$ cat src/rtl/imem_loader_pkg.sv
// Shared types and constants for the boot-time instruction memory loader.
package imem_loader_pkg;

  typedef enum logic [2:0] {
    ST_HDR0 = 3'd0,
    ST_HDR1 = 3'd1,
    ST_DATA = 3'd2,
    ST_LAST = 3'd3,
    ST_DONE = 3'd4,
    ST_ERR  = 3'd5
  } loader_state_t;

  localparam int unsigned HDR_BYTES  = 2;
  localparam int unsigned WORD_BYTES = 4;

  // Only the header and data phases pull bytes from the source.
  function automatic logic state_accepts(input loader_state_t s);
    logic r;
    case (s)
      ST_HDR0, ST_HDR1, ST_DATA: r = 1'b1;
      default:                   r = 1'b0;
    endcase
    return r;
  endfunction

endpackage

$ cat src/rtl/imem_loader.sv
// Byte-stream program loader: 16-bit LE word count header, then LE 32-bit words
// written sequentially to instruction memory while the core is held in reset.
module imem_loader
  import imem_loader_pkg::*;
#(
  parameter int ADDR_W = 10
) (
  input  logic              clk,
  input  logic              rst,
  input  logic              s_valid,
  input  logic [7:0]        s_data,
  output logic              s_ready,
  input  logic              restart,
  output logic              we,
  output logic [ADDR_W-1:0] waddr,
  output logic [31:0]       wdata,
  output logic              core_rst,
  output logic              done,
  output logic              err
);

  localparam int unsigned DEPTH     = 2 ** ADDR_W;
  localparam logic [1:0]  LAST_BYTE = 2'(WORD_BYTES - 1);

  loader_state_t     state_q, state_d;
  logic [1:0]        byte_idx_q, byte_idx_d;
  logic [ADDR_W:0]   word_idx_q, word_idx_d;
  logic [15:0]       count_q, count_d;
  logic [31:0]       shift_q, shift_d;
  logic              we_q, we_d;
  logic [ADDR_W-1:0] waddr_q, waddr_d;
  logic [31:0]       wdata_q, wdata_d;

  logic              xfer_s;
  logic [15:0]       hdr_n_s;
  logic [31:0]       word_s;
  logic              last_word_s;

  assign s_ready  = state_accepts(state_q);
  assign done     = (state_q == ST_DONE);
  assign err      = (state_q == ST_ERR);
  assign core_rst = (state_q != ST_DONE);
  assign we       = we_q;
  assign waddr    = waddr_q;
  assign wdata    = wdata_q;

  assign xfer_s      = s_valid && s_ready;
  assign hdr_n_s     = {s_data, count_q[7:0]};
  // New bytes enter at the top, so after four shifts byte 0 sits in [7:0].
  assign word_s      = {s_data, shift_q[31:8]};
  assign last_word_s = ((32'(word_idx_q) + 32'd1) == 32'(count_q));

  // Next-state and write-port decode.
  always_comb begin
    state_d    = state_q;
    byte_idx_d = byte_idx_q;
    word_idx_d = word_idx_q;
    count_d    = count_q;
    shift_d    = shift_q;
    we_d       = 1'b0;
    waddr_d    = waddr_q;
    wdata_d    = wdata_q;
    case (state_q)
      ST_HDR0: begin
        if (xfer_s) begin
          count_d[7:0] = s_data;
          state_d      = ST_HDR1;
        end else begin
          state_d = ST_HDR0;
        end
      end
      ST_HDR1: begin
        if (xfer_s) begin
          count_d    = hdr_n_s;
          byte_idx_d = 2'd0;
          word_idx_d = '0;
          if (hdr_n_s == 16'd0) begin
            state_d = ST_DONE;
          end else if (32'(hdr_n_s) > DEPTH) begin
            state_d = ST_ERR;
          end else begin
            state_d = ST_DATA;
          end
        end else begin
          state_d = ST_HDR1;
        end
      end
      ST_DATA: begin
        if (xfer_s) begin
          shift_d    = word_s;
          byte_idx_d = byte_idx_q + 2'd1;
          if (byte_idx_q == LAST_BYTE) begin
            we_d       = 1'b1;
            waddr_d    = word_idx_q[ADDR_W-1:0];
            wdata_d    = word_s;
            word_idx_d = word_idx_q + {{ADDR_W{1'b0}}, 1'b1};
            if (last_word_s) begin
              state_d = ST_LAST;
            end else begin
              state_d = ST_DATA;
            end
          end else begin
            state_d = ST_DATA;
          end
        end else begin
          state_d = ST_DATA;
        end
      end
      ST_LAST: begin
        state_d = ST_DONE;
      end
      ST_DONE, ST_ERR: begin
        if (restart) begin
          state_d    = ST_HDR0;
          byte_idx_d = 2'd0;
          word_idx_d = '0;
          count_d    = 16'd0;
          shift_d    = 32'd0;
        end else begin
          state_d = state_q;
        end
      end
      default: begin
        state_d = ST_HDR0;
      end
    endcase
  end

  // State, counters and registered write port.
  always_ff @(posedge clk or posedge rst) begin
    if (rst) begin
      state_q    <= ST_HDR0;
      byte_idx_q <= 2'd0;
      word_idx_q <= '0;
      count_q    <= 16'd0;
      shift_q    <= 32'd0;
      we_q       <= 1'b0;
      waddr_q    <= '0;
      wdata_q    <= 32'd0;
    end else begin
      state_q    <= state_d;
      byte_idx_q <= byte_idx_d;
      word_idx_q <= word_idx_d;
      count_q    <= count_d;
      shift_q    <= shift_d;
      we_q       <= we_d;
      waddr_q    <= waddr_d;
      wdata_q    <= wdata_d;
    end
  end

endmodule

$ cat config.mk
export PLATFORM = sky130hd
export DESIGN_NAME = imem_loader
export DESIGN_NICKNAME = d
export VERILOG_FILES = /design/src/rtl/imem_loader_pkg.sv /design/src/rtl/imem_loader.sv
export SDC_FILE = /design/constraint.sdc
export NUM_CORES = 1
export LEC_CHECK = 0
export ABC_AREA = 0
export CAP_MARGIN = 20
export CORE_MARGIN = 2
export CORE_UTILIZATION = 59
export DETAILED_ROUTE_END_ITERATION = 12
export HOLD_SLACK_MARGIN = 0.15
export PLACE_DENSITY = 0.93
export SLEW_MARGIN = 20
export SYNTH_ARGS = -nofsm -noshare
export SYNTH_HDL_FRONTEND = slang
export SYNTH_SLANG_ARGS = --single-unit
$ cat constraint.sdc
create_clock -name clk -period 9.97 [get_ports clk]
set_input_delay 2.4925 -clock clk [delete_from_list [all_inputs] [get_ports clk]]
set_output_delay 2.4925 -clock clk [all_outputs]
set_load 0.01 [all_outputs]
Word level (Yosys, flattened, before mapping)
Cells that the tools add are included.
{"block": "classes", "n_reduce_logical": 15, "n_mul": 0, "muxes": 30, "eq_ne": 13, "div_mod_pow": 0, "bitwise": 1, "addsub": 3, "shift": 0, "magnitude_cmp": 1}
{"cell": "2-to-1 mux 32 bit", "n": 2}
{"cell": "one-hot mux 32 bit (2 select lines)", "n": 1}
{"cell": "2-to-1 mux 11 bit", "n": 4}
{"cell": "one-hot mux 11 bit (3 select lines)", "n": 1}
{"cell": "2-to-1 mux 16 bit", "n": 2}
{"cell": "one-hot mux 8 bit (3 select lines)", "n": 1}
{"cell": "2-to-1 mux 3 bit", "n": 6}
{"cell": "equality test 12 x 16 -> 1 bit", "n": 1}
{"cell": "greater-than comparator 16 x 11 -> 1 bit, second input constant", "n": 1}
{"cell": "zero test 16 bit", "n": 1}
{"cell": "one-hot mux 8 bit (2 select lines)", "n": 1}
{"cell": "one-hot mux 3 bit (5 select lines)", "n": 1}
{"cell": "adder 11 x 1 -> 12 bit, second input constant", "n": 1}
{"cell": "adder 11 x 1 -> 11 bit, second input constant", "n": 1}
{"cell": "inequality test 2 bit, second input constant", "n": 5}
{"cell": "AND reduction 3 bit", "n": 3}
{"cell": "2-to-1 mux 8 bit", "n": 1}
{"cell": "AND reduction 4 bit", "n": 2}
{"cell": "equality test 3 x 2 -> 1 bit, second input constant", "n": 2}
{"cell": "equality test 3 bit, second input constant", "n": 2}
{"cell": "2-to-1 mux 1 bit", "n": 6}
{"cell": "2-to-1 mux 2 bit", "n": 3}
{"cell": "one-hot mux 2 bit (3 select lines)", "n": 1}
{"cell": "nonzero test 2 bit", "n": 3}
{"cell": "other kinds (11)", "n": 11}
{"block": "word_totals", "rom_bits": 0, "latch_bits": 0, "mem_count": 0, "out_inout_bits": 47, "reg_bits": 107, "ram_bits": 0, "input_bits": 12, "wordCells": 72}

Depth between registers and ports, before layout
Gate-level depths: netlist of the first run.
{"block": "logic_depth", "depth_word": 6, "depth_mapped": 7, "ltp_nobuf": 6}

Least setup slack after synthesis of the first run
No wires, ideal clock.
{"block": "synth_timing", "path_kind": "input -> register", "from": "input port s_data[0]", "to": "register state_q[2]", "n_path_buf": 0, "slack_ns": 6.237, "t_required_ns": 9.834, "path_stages": 5, "arrival_ns": 3.597, "setup_ns": 0.136, "cell_sequence": "or4_1 o31ai_1 nand3b_1 a21oi_1 o32ai_1"}
{"block": "synth_via", "elab_chain_cells": 5, "word_cells_on_any_way": 6, "classes_between": "order compare (1); mux (4); reduce/logical (1)"}
{"item": "start, declared", "line_no": "imem_loader.sv:11", "rtl": "input logic [7:0] s_data,"}
{"item": "greater-than comparator 16 x 11 -> 1 bit", "line_no": "imem_loader.sv:79", "rtl": "end else if (32'(hdr_n_s) > DEPTH) begin"}
{"item": "2-to-1 mux 3 bit", "line_no": "imem_loader.sv:79"}
{"item": "2-to-1 mux 3 bit (*)", "line_no": "imem_loader.sv:77", "rtl": "if (hdr_n_s == 16'd0) begin"}
{"item": "2-to-1 mux 3 bit (*)", "line_no": "imem_loader.sv:73", "rtl": "if (xfer_s) begin"}
{"item": "one-hot mux 3 bit (5 select lines) (*)", "line_no": "imem_loader.sv:63", "rtl": "case (state_q)"}
{"item": "end signal, assigned", "line_no": "imem_loader.sv:141", "rtl": "state_q <= state_d;"}
{"item": "end, declared", "line_no": "imem_loader.sv:25", "rtl": "loader_state_t state_q, state_d;"}
Every way passes the cells marked *; elsewhere a longest branch is shown, timed or not.
A chain may end at the register's enable or synchronous reset.

Worst setup path in the final report of the first run
{"block": "layout_timing", "from": "register state_q[2]", "to": "output port done"}
{"block": "layout_via", "elab_chain_cells": 1}
{"item": "equality test 3 bit", "line_no": "imem_loader.sv:40", "rtl": "assign done = (state_q == ST_DONE);"}
{"item": "end, declared", "line_no": "imem_loader.sv:18", "rtl": "output logic done,"}
Every way passes these cells.

==> results of run 1 <==
tightest hold or removal path: cells and delay by family (launching register included):
kind,cells,cell delay [ns]
DFF,1,0.36
and+or+nand+nor,2,0.10
cells in the final DEF (no fill, tap or decap), drive strengths merged, types with 4 or more instances in the layout:
cell type and instances:
xnor2 7, nor2 18, nor3 4, xor2 4, dfrtp 99, a22o 42
nand4 4, o21ai 19, clkbuf 9, nand2 138, nand3 7, nand2b 4
inv 10, or4 5, nor2b 4, buf 5, a21oi 8, mux2i 4
o31ai 5, clkdlybuf4s50 58
power by group through the flow:
| stage | registers, mW | clock network [mW] | logic, mW |
|---|---|---|---|
| after floorplan | 0.453 | 0 | 0.132 |
| after global placement | 0.469 | 0 | 0.163 |
| after detailed placement | 0.471 | 0 | 0.169 |
| after CTS | 0.463 | 0.257 | 0.172 |
| after global routing | 0.469 | 0.277 | 0.188 |
| final | 0.465 | 0.254 | 0.172 |
area by class of cell:
cell class	count	share of cell area
clock inverters	7	0.0144
flip-flops and latches	99	0.474
multi-input cells	309	0.338
clock buffers	9	0.0237
well taps	99	0.0237
inverters	7	0.00814
repair buffers	63	0.118
cells by family after synthesis:
| kind of cell | count (synthesis) | synth area share |
|---|---|---|
| multiplexers | 5 | 0.0117 |
| AO/OA/AOI/OAI | 89 | 0.152 |
| buffers and inverters | 32 | 0.0356 |
| AND/OR/NAND/NOR | 202 | 0.210 |
| flip-flops | 99 | 0.563 |
| XOR/XNOR | 11 | 0.0219 |
| adder cells (fa/ha/maj) | 2 | 0.00569 |
per-stage QoR:
step	hold WS [ns]	utilization
2_1_floorplan	0.440	-
3_3_place_gp	0.457	0.693
3_5_place_dp	0.462	0.693
4_1_cts	0.488	0.720
5_1_grt	0.515	0.720
6_report	0.485	0.720
flip-flops by register name (all words and copies together), names as in the netlist:
register,cells
shift_q,24
count_q,16
wdata,32
byte_idx_q,2
state_q,3
word_idx_q,11
we,1
waddr,10
routing by layer:
metal / track usage / vias to the layer above
met5: 0 / -
met4: 0.0769 / 0
met1: 0.366 / 1723
met3: 0.0484 / 16
met2: 0.396 / 131
li1: - / 1616
worst paths after layout:
check	from	to	slack [ns]	cells after the start
setup / recovery	state_q[2]	done	5.67	4
hold / removal	wdata[1]	wdata[1]	0.49	2
setup reg to reg	word_idx_q[0]	state_q[0]	7.64	6
hold reg to reg	wdata[1]	wdata[1]	0.49	2
max in group asynchronous	rst	count_q[15]	6.34	3
min in group asynchronous	rst	wdata[13]	2.45	2
==> flow_metrics.tcl, run 1 <==
set metrics [dict create \
    yosys.area.top_type_share 0.563 \
    required_ns 7.48 \
    period_minus_slack_ns 4.30 \
    fmax_mhz 232 \
    numCtsBuffers 9 \
    drive_above_1_share 0.0668 \
    yosys_warnings 0 \
    fillers 510 \
    grt-ovfl-total 0 \
    post-place-ws_ns 5.52 \
    antenna_found_initial 0 \
    dieArea_um2 8160 \
    cts_tree "done" \
    syn_area_per_cell_um2 10.0 \
    nets 503 \
    crit_family "buffers and inverters" \
    cts_root_buffer "clkbuf_8" \
    synth.cell_area_um2 4400 \
    pin_count 59 \
    critPathLaunchType "flop" \
    die_x_um 90.3 \
    rows 31 \
    powerDensity_nw_per_um2 171 \
    vias_per_cell 5.88 \
    switching_power_mw 0.286 \
    die_h_um 90.3 \
    setup-tns-final_ns 0 \
    max-slew-margin-rel 0.344 \
    slowest_stage "dfrtp_1" \
    critPathKind "flop to primary output" \
    drtAntennaViolNets 0 \
    switching_share 0.321 \
    vias 3486 \
    synth_fp_nets 454 \
    routed-wl-met2_mm 4.71 \
    yosys.area.top_type "dfrtp_1" \
    htreeDepth 3 \
    hold_violations 0 \
    crit_path_max_fanout 12 \
    ys_seq_area_frac 0.563 \
    synthFlopType "dfrtp_1" \
    diodes 0 \
    synth_seq_cells 99 \
    totalWireLength_mm 9.72 \
    irDropWorstVdd_v 0.000129 \
    worstPathCellList "nor2b_1 -> nand2_1 -> inv_1 -> clkdlybuf4s50_1" \
    drtIter0Drc 269 \
    finalCritPeriodShare 0.432 \
    fin_area_um2 5230 \
    rsz0062_at_grt "false" \
    instances_no_fill 593 \
    synth.top_cells.by_count "138 x nand2_1, 99 x dfrtp_1, 42 x a22o_1" \
    cp_data_arrival_time_ns 1.81 \
    p_int_mw 0.605 \
    end_kind "primary output" \
    dr.max_layer_used "met4" \
    place_inst 577 \
    setup_ws_ns 5.67 \
    cts_setup_buffers 0 \
    routedLengthMet1_mm 4.33 \
    finClkSkew_ns 0.0138 \
    ys_types 49 \
    min_path_type "flop to flop" \
    multiInputGateArea_um2 1760 \
    grt_max_degree 71 \
    clock_latency_ns 0.37 \
    p_leak_nw 2.52 \
    grt_pass1_wl_mm 16.6 \
    path_buf_inv 2 \
    seqCellArea_um2 2480 \
    p_clk_frac 0.285 \
    power_frac_seq 0.522 \
    cts_hold_buf 0 \
    first_global_vias 3340 \
    async_flop_share 1.00 \
    clk_path_buf_depth 2 \
    cts.sinks 99 \
    avgRoutedWirePerCell_um 16.4 \
    status "completed" \
    drv_slew 0 \
    pwr-share-comb 0.193 \
    finalSetupViolCount 0 \
    yosysMostFrequentCell "nand2_1" \
    start_util 0.606 \
    placed_area_um2 5030 \
    tightest_slew_ns 0.984 \
    slowest_delay_ns 0.57 \
    cap_violations 0 \
    coreArea_um2 7250 \
    syn2layout_area_growth_pct 18.8 \
    place_congestion 0.894 \
    finalPower_mw 0.891 \
    port_buffers 58 \
    synth_edf_count 0 \
    clk_pin_slew_ns 0.11 \
    synthCells 440 \
    synth_area_leaders "dfrtp_1 56%, nand2_1 12%, a22o_1 8.4%, o21ai_0 2.2%, clkbuf_1 1.5%" \
    first_pass_iters 5 \
    grt_usage 0.253 \
    dr_wl_met3_um 520 \
    drc_errors 0 \
    cts_resized 0 \
    hpwl_mm 6.62 \
]
Note: power is estimated with default switching activity, not from simulation.
==> run 2, diff against run 1 <==
--- a/config.mk
+++ b/config.mk
@@ -8,10 +8,10 @@
 export ABC_AREA = 0
 export CAP_MARGIN = 20
 export CORE_MARGIN = 2
-export CORE_UTILIZATION = 59
+export CORE_UTILIZATION = 49
 export DETAILED_ROUTE_END_ITERATION = 12
 export HOLD_SLACK_MARGIN = 0.15
-export PLACE_DENSITY = 0.93
+export PLACE_DENSITY = 0.83
 export SLEW_MARGIN = 20
 export SYNTH_ARGS = -nofsm -noshare
 export SYNTH_HDL_FRONTEND = slang
==> constraint.sdc (replaced) <==
create_clock -name clk -period 3.8 [get_ports clk]
set_input_delay 0.95 -clock clk [delete_from_list [all_inputs] [get_ports clk]]
set_output_delay 0.95 -clock clk [all_outputs]
set_load 0.01 [all_outputs]
==> run 2 against run 1 <==
  * Power grew to 2.7 times the previous value
  * Combinational power grew to 2.6 times the previous value
  * Count of clock-buffer cells in the layout is the same
  * Final area grew 0.62%
==> flow_metrics.tcl, run 2 (same netlist as run 1, synthesis figures left out) <==
set metrics [dict create \
    status "completed" \
    powerDensity_nw_per_um2 450 \
    grt_usage 0.206 \
    drtAntennaViolNets 0 \
    cts_tree "done" \
    irDropWorstVdd_v 0.000311 \
    switching_power_mw 0.724 \
    pin_count 59 \
    mostFrequentLayoutCells "138 x nand2_1, 99 x dfrtp_1, 58 x clkdlybuf4s50_1" \
    period_minus_slack_ns 2.77 \
    coreArea_um2 8720 \
    hpwl_mm 6.49 \
    start_util 0.504 \
    die_h_um 98.7 \
    required_ns 2.85 \
    final_common_cell "nand2_1" \
    pwr-share-comb 0.189 \
    p_leak_nw 2.53 \
    die_x_um 98.7 \
    multiInputGateArea_um2 1760 \
    htreeDepth 3 \
    min_path_type "flop to flop" \
    cts_setup_buffers 0 \
    instances_no_fill 602 \
    vias 3398 \
    slowest_delay_ns 0.54 \
    seqCellArea_um2 2480 \
    largest_reg_flops 32 \
    grt_pass1_wl_mm 16.1 \
    power_frac_seq 0.513 \
    grt-ovfl-total 0 \
    slowest_stage "dfrtp_1" \
    critPathLaunchType "flop" \
    finalSetupViolCount 0 \
    post-place-ws_ns 0.908 \
    place_congestion 0.911 \
    cap_violations 0 \
    cts.sinks 99 \
    diodes 0 \
    max-slew-margin-rel 0.387 \
    finClkSkew_ns 0.0115 \
    hold_path.startpoint "waddr[4]" \
    antenna_found_initial 0 \
    numCtsBuffers 9 \
    crit_start "state_q[1]" \
    clk_path_buf_depth 2 \
    grt_max_degree 56 \
    end_kind "primary output" \
    tightest_slew_ns 0.919 \
    syn2layout_area_growth_pct 19.5 \
    first_pass_iters 5 \
    vias_per_cell 5.64 \
    p_int_mw 1.64 \
    drtIter0Drc 197 \
    rsz0062_at_grt "false" \
    crit_path_max_fanout 16 \
    totalWireLength_mm 9.67 \
    cts_resized 0 \
    dieArea_um2 9750 \
    cp_data_arrival_time_ns 1.82 \
    crit_family "flip-flops" \
    r2r-start "word_idx_q[0]" \
    clk_pin_slew_ns 0.10 \
    setup-tns-final_ns 0 \
    port_buffers 58 \
    setup_ws_ns 1.03 \
    fillers 701 \
    worstPathCellList "nand2b_1 -> nor2_1 -> clkdlybuf4s50_1" \
    path_buf_inv 1 \
    rows 34 \
    finalPower_mw 2.37 \
    cts_hold_buf 0 \
    p_clk_frac 0.297 \
    avgRoutedWirePerCell_um 16.1 \
    switching_share 0.306 \
    first_global_vias 3313 \
    critPathKind "flop to primary output" \
    drive_above_1_share 0.0668 \
    drc_errors 0 \
    place_inst 586 \
    fmax_mhz 361 \
    finalCritPeriodShare 0.729 \
    nets 503 \
    clock_latency_ns 0.38 \
    drv_slew 0 \
    cts_root_buffer "clkbuf_8" \
    hold_violations 0 \
]
==> run 2: changes by cell type in the layout (fill, tap and decap cells not counted), sizes merged <==
| cell | delta |
|---|---|
| inv | -1 |
| bufinv | +1 |
| clkinv | +1 |
| clkinvlp | -1 |
==> run 2: final cells by class <==
type / count / share of cell area
Clock buffer: 9 / 0.0236
Multi-Input combinational cell: 309 / 0.336
Clock inverter: 7 / 0.0159
Tap cell: 108 / 0.0257
Sequential cell: 99 / 0.471
Inverter: 7 / 0.00809
Timing Repair Buffer: 63 / 0.120
==> run 2: worst paths after layout <==
kind                                 end  slack, ns  cells past startpoint
max reg2reg                   state_q[0]       1.48                      6
min in group asynchronous      wdata[12]       1.00                      2
max in group asynchronous  word_idx_q[4]       2.10                      3
max                                  err       1.03                      3
min reg2reg                     waddr[4]       0.48                      2
min                             waddr[4]       0.48                      2
==> run 2: power groups by stage <==
stage / clock, mW / combinational, mW / sequential (mW)
after detailed placement: 0 / 0.446 / 1.23
after global placement: 0 / 0.429 / 1.23
final: 0.704 / 0.448 / 1.22
after floorplan: 0 / 0.345 / 1.19
after global routing: 0.760 / 0.496 / 1.23
after CTS: 0.714 / 0.449 / 1.21
==> run 2: stage by stage <==
stage | cell area [um2] | hold slack, ns | utilization
final | 5260 | 0.480 | 0.603
after global routing | 5260 | 0.506 | 0.603
after CTS | 5260 | 0.486 | 0.603
after detailed placement | 5050 | 0.462 | 0.579
after global placement | 5050 | 0.459 | 0.579
after floorplan | 4400 | 0.440 | -
==> run 2: worst register-to-register path: stages (launching register included) <==
cell	delay, ns
dfrtp_1	0.52
ha_1	0.35
nand3_4	0.14
nor4_4	0.35
xnor2_1	0.15
or4_4	0.52
o41ai_2	0.20
==> run 2: per-layer routing <==
layer,vias to the layer above,GRT usage,share of wire
met5,-,0,0
met2,102,0.315,0.48
li1,1619,-,-
met4,0,0.0769,0.018
met1,1663,0.295,0.45
met3,14,0.0390,0.051
